[src/rtl/sys_probe_scanner_if.sv]
// Observation/stream bundle for sys_probe_scanner: select/leds probe pair toward `system`
// plus the valid/ready capture stream toward the host logger.
interface sys_probe_scanner_if;
   logic [7:0]  SYS_output_sel;
   logic [26:0] SYS_leds;
   logic [31:0] PRB_data;
   logic        PRB_valid;
   logic        PRB_ready;

   modport master (
      output SYS_output_sel,
      output PRB_data,
      output PRB_valid,
      input  SYS_leds,
      input  PRB_ready
   );

   modport slave (
      input  SYS_output_sel,
      input  PRB_data,
      input  PRB_valid,
      output SYS_leds,
      output PRB_ready
   );
endinterface

[src/rtl/sys_probe_scanner.sv]
// Debug capture engine: sweeps SYS_output_sel, waits SETTLE cycles per code, snapshots
// SYS_leds into a back-pressured 32-bit stream word {sel[4:0], leds[26:0]}.
module sys_probe_scanner #(
   parameter int NUM_SEL = 8,
   parameter int SETTLE  = 2
) (
   input  logic SYS_clk,
   input  logic SYS_reset,
   input  logic PRB_start,
   input  logic PRB_continuous,
   input  logic PRB_abort,
   output logic PRB_busy,
   output logic PRB_done,
   sys_probe_scanner_if.master bus
);

   localparam int CNT_W = (SETTLE > 1) ? $clog2(SETTLE) : 1;

   typedef enum logic [1:0] {
      S_IDLE,
      S_SETTLE,
      S_SEND
   } state_t;

   state_t             r_state;
   state_t             w_next;
   logic [4:0]         r_sel;
   logic [CNT_W-1:0]   r_cnt;
   logic [31:0]        r_data;
   logic               r_done;
   logic               w_settled;
   logic               w_lastSel;
   logic               w_accept;
   logic               w_busy;
   logic               w_valid;

   assign w_settled = (r_cnt == CNT_W'(SETTLE - 1));
   assign w_lastSel = (r_sel == 5'(NUM_SEL - 1));
   assign w_accept  = (r_state == S_SEND) && bus.PRB_ready;

   always_ff @(posedge SYS_clk or negedge SYS_reset) begin
      if (!SYS_reset) begin
         r_state <= S_IDLE;
      end else begin
         r_state <= w_next;
      end
   end

   always_comb begin
      w_next = r_state;
      case (r_state)
         S_IDLE:   if (PRB_start) w_next = S_SETTLE;
         S_SETTLE: if (w_settled) w_next = S_SEND;
         S_SEND: begin
            if (w_accept) begin
               if (w_lastSel && !PRB_continuous) w_next = S_IDLE;
               else                              w_next = S_SETTLE;
            end
         end
         default:  w_next = S_IDLE;
      endcase
      // Abort outranks both start and accept.
      if (PRB_abort) w_next = S_IDLE;
   end

   always_comb begin
      w_busy  = (r_state != S_IDLE);
      w_valid = (r_state == S_SEND);
   end

   always_ff @(posedge SYS_clk or negedge SYS_reset) begin
      if (!SYS_reset) begin
         r_sel  <= '0;
         r_cnt  <= '0;
         r_data <= '0;
         r_done <= 1'b0;
      end else begin
         r_done <= 1'b0;
         if (PRB_abort) begin
            r_sel <= '0;
            r_cnt <= '0;
         end else begin
            case (r_state)
               S_IDLE: begin
                  if (PRB_start) begin
                     r_sel <= '0;
                     r_cnt <= '0;
                  end
               end
               S_SETTLE: begin
                  if (w_settled) begin
                     r_data <= {r_sel, bus.SYS_leds};
                     r_cnt  <= '0;
                  end else begin
                     r_cnt <= r_cnt + 1'b1;
                  end
               end
               S_SEND: begin
                  if (w_accept) begin
                     r_cnt <= '0;
                     if (w_lastSel) begin
                        r_sel  <= '0;
                        r_done <= 1'b1;
                     end else begin
                        r_sel <= r_sel + 1'b1;
                     end
                  end
               end
               default: begin
                  r_sel <= '0;
                  r_cnt <= '0;
               end
            endcase
         end
      end
   end

   assign bus.SYS_output_sel = {3'b000, r_sel};
   assign bus.PRB_data       = r_data;
   assign bus.PRB_valid      = w_valid;
   assign PRB_busy           = w_busy;
   assign PRB_done           = r_done;

endmodule

[src/flat_wrapper.sv]
// flat-port wrapper written by rule: the top's interface ports become plain ports
module sys_probe_scanner_flat 
#(
   parameter int NUM_SEL = 8,
   parameter int SETTLE  = 2
)
  (SYS_clk, SYS_reset, PRB_start, PRB_continuous, PRB_abort, PRB_busy, PRB_done, bus_SYS_output_sel, bus_PRB_data, bus_PRB_valid, bus_SYS_leds, bus_PRB_ready);
  sys_probe_scanner_if bus_i ();
  input  logic SYS_clk;
  input  logic SYS_reset;
  input  logic PRB_start;
  input  logic PRB_continuous;
  input  logic PRB_abort;
  output logic PRB_busy;
  output logic PRB_done;
  output wire logic [$bits(bus_i.SYS_output_sel)-1:0] bus_SYS_output_sel;
  output wire logic [$bits(bus_i.PRB_data)-1:0] bus_PRB_data;
  output wire logic [$bits(bus_i.PRB_valid)-1:0] bus_PRB_valid;
  input wire logic [$bits(bus_i.SYS_leds)-1:0] bus_SYS_leds;
  input wire logic [$bits(bus_i.PRB_ready)-1:0] bus_PRB_ready;
  assign bus_SYS_output_sel = bus_i.SYS_output_sel;
  assign bus_PRB_data = bus_i.PRB_data;
  assign bus_PRB_valid = bus_i.PRB_valid;
  assign bus_i.SYS_leds = bus_SYS_leds;
  assign bus_i.PRB_ready = bus_PRB_ready;
  sys_probe_scanner #(.NUM_SEL(NUM_SEL), .SETTLE(SETTLE)) u_core (.SYS_clk(SYS_clk), .SYS_reset(SYS_reset), .PRB_start(PRB_start), .PRB_continuous(PRB_continuous), .PRB_abort(PRB_abort), .PRB_busy(PRB_busy), .PRB_done(PRB_done), .bus(bus_i));
endmodule
[config.mk]
export PLATFORM = sky130hd
export DESIGN_NAME = sys_probe_scanner_flat
export DESIGN_NICKNAME = d
export VERILOG_FILES = /design/src/rtl/sys_probe_scanner_if.sv /design/src/rtl/sys_probe_scanner.sv /design/src/flat_wrapper.sv
export SDC_FILE = /design/constraint.sdc
export NUM_CORES = 1
export LEC_CHECK = 0
export BUFFER_PORTS_ARGS = -buffer_cell sky130_fd_sc_hd__buf_2
export CORE_MARGIN = 4
export CORE_UTILIZATION = 45
export DETAILED_ROUTE_END_ITERATION = 10
export GPL_TIMING_DRIVEN = 0
export PLACE_DENSITY_LB_ADDON = 0.15
export SLEW_MARGIN = 15
export SYNTH_ARGS = -nofsm -noshare
export SYNTH_HDL_FRONTEND = slang
export SYNTH_SLANG_ARGS = --single-unit
[constraint.sdc]
create_clock -name SYS_clk -period 1.9 [get_ports SYS_clk]
set_clock_uncertainty 0.15 [all_clocks]
set_input_delay 0.19 -clock SYS_clk [delete_from_list [all_inputs] [get_ports SYS_clk]]
set_output_delay 0.19 -clock SYS_clk [all_outputs]
set_load 0.03 [all_outputs]
======== After elaboration in Yosys (flattened, before gate mapping) ========
Index checks and enable logic that the tools add are counted.
word-level totals
  output and inout port bits .............. 43
  bits in registers ....................... 41
  bits of input ports ..................... 33
cells by class
  add/sub/neg operators ................... 2
  mux-type cells .......................... 20
  bitwise gates (word level) .............. 1
  reductions and logical operators ........ 9
  equality and inequality tests ........... 7
operators with widths
  kind                                                                    number
  5-bit two-way mux                                                       4
  5-bit case mux with 3 select lines                                      1
  1-bit two-way mux                                                       9
  3-bit AND reduction                                                     3
  2-bit two-way mux                                                       4
  3-bit by 2-bit != test with 1-bit output (second input constant)        2
  2-bit case mux with 3 select lines                                      1
  5-bit by 1-bit adder with 5-bit output (second input constant)          1
  5-bit by 3-bit equality test with 1-bit output (second input constant)  1
  3-bit != test (second input constant)                                   1
  1-bit case mux with 3 select lines                                      1
  2-bit by 1-bit equality test with 1-bit output (second input constant)  1
  2-bit equality test (second input constant)                             1
  1-bit logical AND                                                       2
  2-bit zero test                                                         1
  2-bit != test (second input constant)                                   1
  2-bit AND reduction                                                     1
  2-bit nonzero test                                                      1
  1-bit adder (second input constant)                                     1
  1-bit zero test                                                         1
  1-bit NOT                                                               1

======== Depth between registers and ports, before layout ========
  word-level depth ........................ 6
  mapped depth ............................ 6

======== Worst setup path after synthesis ========
OpenSTA, ideal clock, no wires.
  path kind ............................... register -> register
  start ................................... register u_core.r_sel[0]
  end ..................................... register u_core.r_state[0]
  required time ........................... 1.631 ns
  cell stages (with the launch flop) ...... 6
  data arrival time ....................... 1.311 ns
  path slack .............................. 0.320 ns
  path through ............................ dfrtp_1 -> ha_1 -> nand4bb_1 -> nor3b_1 -> o32a_1 -> nor2_1
on the way
  longest elaborated chain between the ends .. 6
ends and longest elaborated chain
  item                                            line                      text
  from (decl)                                     sys_probe_scanner.sv:27   logic [4:0] r_sel;
  from (signal assigned)                          sys_probe_scanner.sv:105  r_sel <= r_sel + 1'b1;
  5-bit by 3-bit equality test with 1-bit output  sys_probe_scanner.sv:38   assign w_lastSel = (r_sel == 5'(NUM_SEL - 1));
  1-bit logical AND                               sys_probe_scanner.sv:56   if (w_lastSel && !PRB_continuous) w_next = S_IDLE;
  1-bit two-way mux                               sys_probe_scanner.sv:56
  2-bit two-way mux                               sys_probe_scanner.sv:55   if (w_accept) begin
  2-bit case mux with 3 select lines              sys_probe_scanner.sv:51   case (r_state)
  2-bit two-way mux                               sys_probe_scanner.sv:63   if (PRB_abort) w_next = S_IDLE;
  to (signal assigned)                            sys_probe_scanner.sv:45   r_state <= w_next;
  to (decl)                                       sys_probe_scanner.sv:25   state_t r_state;
No other way between the ends. The select of a mux whose other input is x is not followed.
A chain may end at the register's enable or synchronous reset.

======== Final worst setup path ========
  start ................................... register u_core.r_state[1]
  end ..................................... register u_core.r_data[20], in the netlist u_core.bus.PRB_data[20]
on the way
  longest elaborated chain between the ends .. 2
ends and longest elaborated chain
  item                                            line                     text
  2-bit by 1-bit equality test with 1-bit output  sys_probe_scanner.sv:83  case (r_state)
  3-bit AND reduction (no line)                   --
  to (signal assigned)                            sys_probe_scanner.sv:92  r_data <= {r_sel, bus.SYS_leds};
  to (decl)                                       sys_probe_scanner.sv:29  logic [31:0] r_data;
No other way between the ends.

==> summary by stage <==
Floorplan
The overall die area is 5055 µm². The region available for standard cell placement spans 3744 µm². The vertical die dimension is 71.10 µm. The number of placement rows is 22. In this run the horizontal extent of the chip is 71.10 µm. The initial utilization of the core area, before any placement, comes to 47.86%. The count of pins on the block boundary is 76.

STA
The final hold violation count is 0. The minimum setup slack in the final design is 0.1886 ns. The number of slew-limit violations in the final report is 0.

For the pin with the worst max-slew slack, the measured transition is 0.8764 ns. Setup repair after global routing left no endpoint under its margin. The setup TNS is 0 ns. For the finished layout, the period the worst path requires is 1.711 ns. In the finished design, the share of the clock period the worst path needs comes to 90.07%. The relative slew slack is 41.58%. The number of failing setup endpoints in the final timing report is 0. The worst hold slack across all endpoints is 0.08574 ns. The highest clock rate is 584.3 MHz.

Drt
The number of detailed-routing iterations run before antenna repair is 3. The routed design has 4049 µm of wire. The number of DRC markers in iteration 0 is 17. The remaining routing DRC violations is 0.

The number of vias in the routed layout is 1341. In the final routed layout, each cell accounts on average for 14.41 µm. The count of nets left with antenna violations once routing finished came out at 0.

The via count normalized by instance count is 4.772.

Placement
The setup slack after placement is 0.1898 ns. The routability-driven placement congestion ratio is 0.7732. The number of placed instances, taps included, is 244. The final HPWL from detailed placement is 2655 µm. During placement, the flow inserted port buffers numbering 71.

Power and ir drop
The ratio of total power to cell area is 1084 nW/µm². The static leakage is 1.374 nW. The combinational group share of total power is 33.7%. In this run, flip-flops and latches consume 41.4% of the power. The internal power is 1.835 mW. The worst-case vdd ir drop is 0.5181 mV.

The switching power of the nets is 1.010 mW. The clock group share of total power is 25.0%. The switching part of the total is 35.50%.

Final layout
The area growth from synthesis to layout is 46.51%. Leaving out fill and tap cells, the most frequent cells in the layout are buf_2, dfrtp_1, mux2_1. Once layout is complete, the cells apart from fillers number 281.

The number of antenna diodes in the final layout is 0. The net count reported at finish is 266. The most common cell after layout, fill and taps aside is buf_2.

Cells with a size suffix above 1 make up 41.63% of the layout. The core occupancy in the finished layout is 70.12%.

CTS
The maximum level of the CTS H-tree is 2. Clock tree synthesis inserted a total of 5 buffers. The post-cts resize count is 0. In this run the post-CTS setup repair buffer count came out at 0. The cell at the root of the clock tree is clkbuf_8. For the worst-skew pair, the clock arrives at the later sink with an insertion delay of 0.28 ns.

In this run the deepest clock path goes through 2 buffers. The clock net in this run drives a total of 41 sinks. The post-CTS clock slew at the launch and capture registers of the worst setup and hold paths is 0.07 ns. The TritonCTS clock tree is done.

Synth
The async set-or-reset flop fraction in the synthesized netlist is 100.0%. After synthesis, the mean cell area works out to 14.57 µm². In this run, synthesis produced a sequential element count of 41. The mapped cell area is 1792 µm². Synthesis handed over a netlist of 123 instances. The number of enable-type register cells in the synthesized netlist is 0. The most common flop cell mapped by yosys is dfrtp_1. By area the synthesized netlist is led by dfrtp_1, mux2_1, buf_6, buf_4, nand3b_4. For this run, the number of Yosys warnings is 0. The share of the synthesized area in the top cell type is 57.26%. The leading area contributor after synthesis is dfrtp_1. In this run, distinct cell masters in the synthesized netlist total 34. The post-synthesis sequential area ratio is 57.26%.

GRT
Summed over all layers, the global routing overflow is 0. The number of global-route vias before repair is 1456. The maximum number of pins on one net before global-route repair is 42.

The global-route wire length before repair is 6982 µm. The number of antenna violations at the first check in global routing came to 0. The overall global routing resource usage is 17.68%.

Critical path
The type of origin of the critical path is a flip-flop. The top fanout value on the critical path is 10. The critical path capture point type is a flip-flop. For the worst setup path, the data required time is 1.91 ns.

The critical path class is reg2reg. The number of cells on the worst reg-to-reg path is 5. The signal arrival time at the worst endpoint is 1.72 ns.

Min path
The cell depth of the worst min-delay path is 3. The classification of the worst-slack hold path is in2reg.

Outcome
The run finished with clean final reports.

Run
The number of maximum-capacitance violations is 0.
cells in the mapped netlist, types with 2 or more instances:
| cell type | instances |
|---|---|
| dfrtp_1 | 41 |
| mux2_1 | 32 |
| buf_6 | 5 |
| nor2_1 | 5 |
| buf_4 | 4 |
| a21oi_1 | 3 |
| inv_1 | 2 |
| nand2_1 | 2 |
| nand3_1 | 2 |
| o2bb2ai_1 | 2 |
| xor2_1 | 2 |
per-stage QoR:
step | power (mW) | area (µm²)
6_report | 2.845 | 2625
5_1_grt | 2.993 | 2625
4_1_cts | 2.874 | 2625
3_5_place_dp | 2.109 | 2215
3_3_place_gp | 2.074 | 2215
2_1_floorplan | 1.793 | 1799
routing by layer:
layer	vias up	track usage [%]	part of all wire, %
li1	641	-	-
met1	637	21.64	42
met2	55	28.73	50
met3	8	5.682	6.3
met4	0	7.516	1.9
met5	-	0	0
repair_timing:
| item | in CTS | in global routing |
|---|---|---|
| endpoints found under the hold margin | 72 | 0 |
| hold buffers | 29 | 0 |
| setup endpoints to repair | 0 | 0 |
path summary, 6_finish.rpt:
| path | endpoint | slack (ns) | from |
|---|---|---|---|
| worst min-delay path | u_core.PRB_done | 0.09 | bus_PRB_ready |
| worst max-delay path | u_core.bus.PRB_data[20] | 0.19 | u_core.r_state[1] |
| min in group asynchronous | u_core.bus.PRB_data[16] | 0.42 | SYS_reset |
| max in group asynchronous | u_core.bus.PRB_data[3] | 0.63 | SYS_reset |
| worst max register to register | u_core.bus.PRB_data[20] | 0.19 | u_core.r_state[1] |
| worst min register to register | u_core.bus.PRB_data[0] | 0.33 | u_core.bus.PRB_data[0] |
worst max-delay path, cell delays in order (launching register included):
cell      delay (ns)
dfrtp_1         0.39
buf_6           0.14
nand3b_4        0.16
nor2_4          0.21
buf_6           0.19
mux2_1          0.35
cells by family after synthesis:
logic type      synth area share (%)
compound gates                 4.959
xor+xnor                       1.467
fa+ha+maj                     0.6982
buf+inv                        5.237
flops                          57.26
mux                            21.58
other cells                   0.2093
simple gates                   8.591
cell type report:
cell class	instances	area, µm²
fill	278	1119
sequential	41	1026
multi-input combinational	73	679.4
timing repair buffer	100	645.6
buffer	9	86.33
clock buffer	6	82.58
tap	48	60.06
clock inverter	2	37.54
inverter	2	7.507
power by group through the flow:
stage / combinational, mW / clock, mW / sequential (mW)
4_1_cts: 0.966 / 0.736 / 1.17
5_1_grt: 1.02 / 0.772 / 1.20
6_report: 0.958 / 0.711 / 1.18
3_5_place_dp: 0.919 / 0 / 1.19
3_3_place_gp: 0.902 / 0 / 1.17
2_1_floorplan: 0.192 / 0 / 1.60
state kept, by name (all words and copies together), names as in the netlist:
register             count
u_core.r_cnt             1
u_core.bus.PRB_data     32
u_core.r_sel             5
u_core.r_state           2
u_core.PRB_done          1
Power figures use the tool's default switching activity.
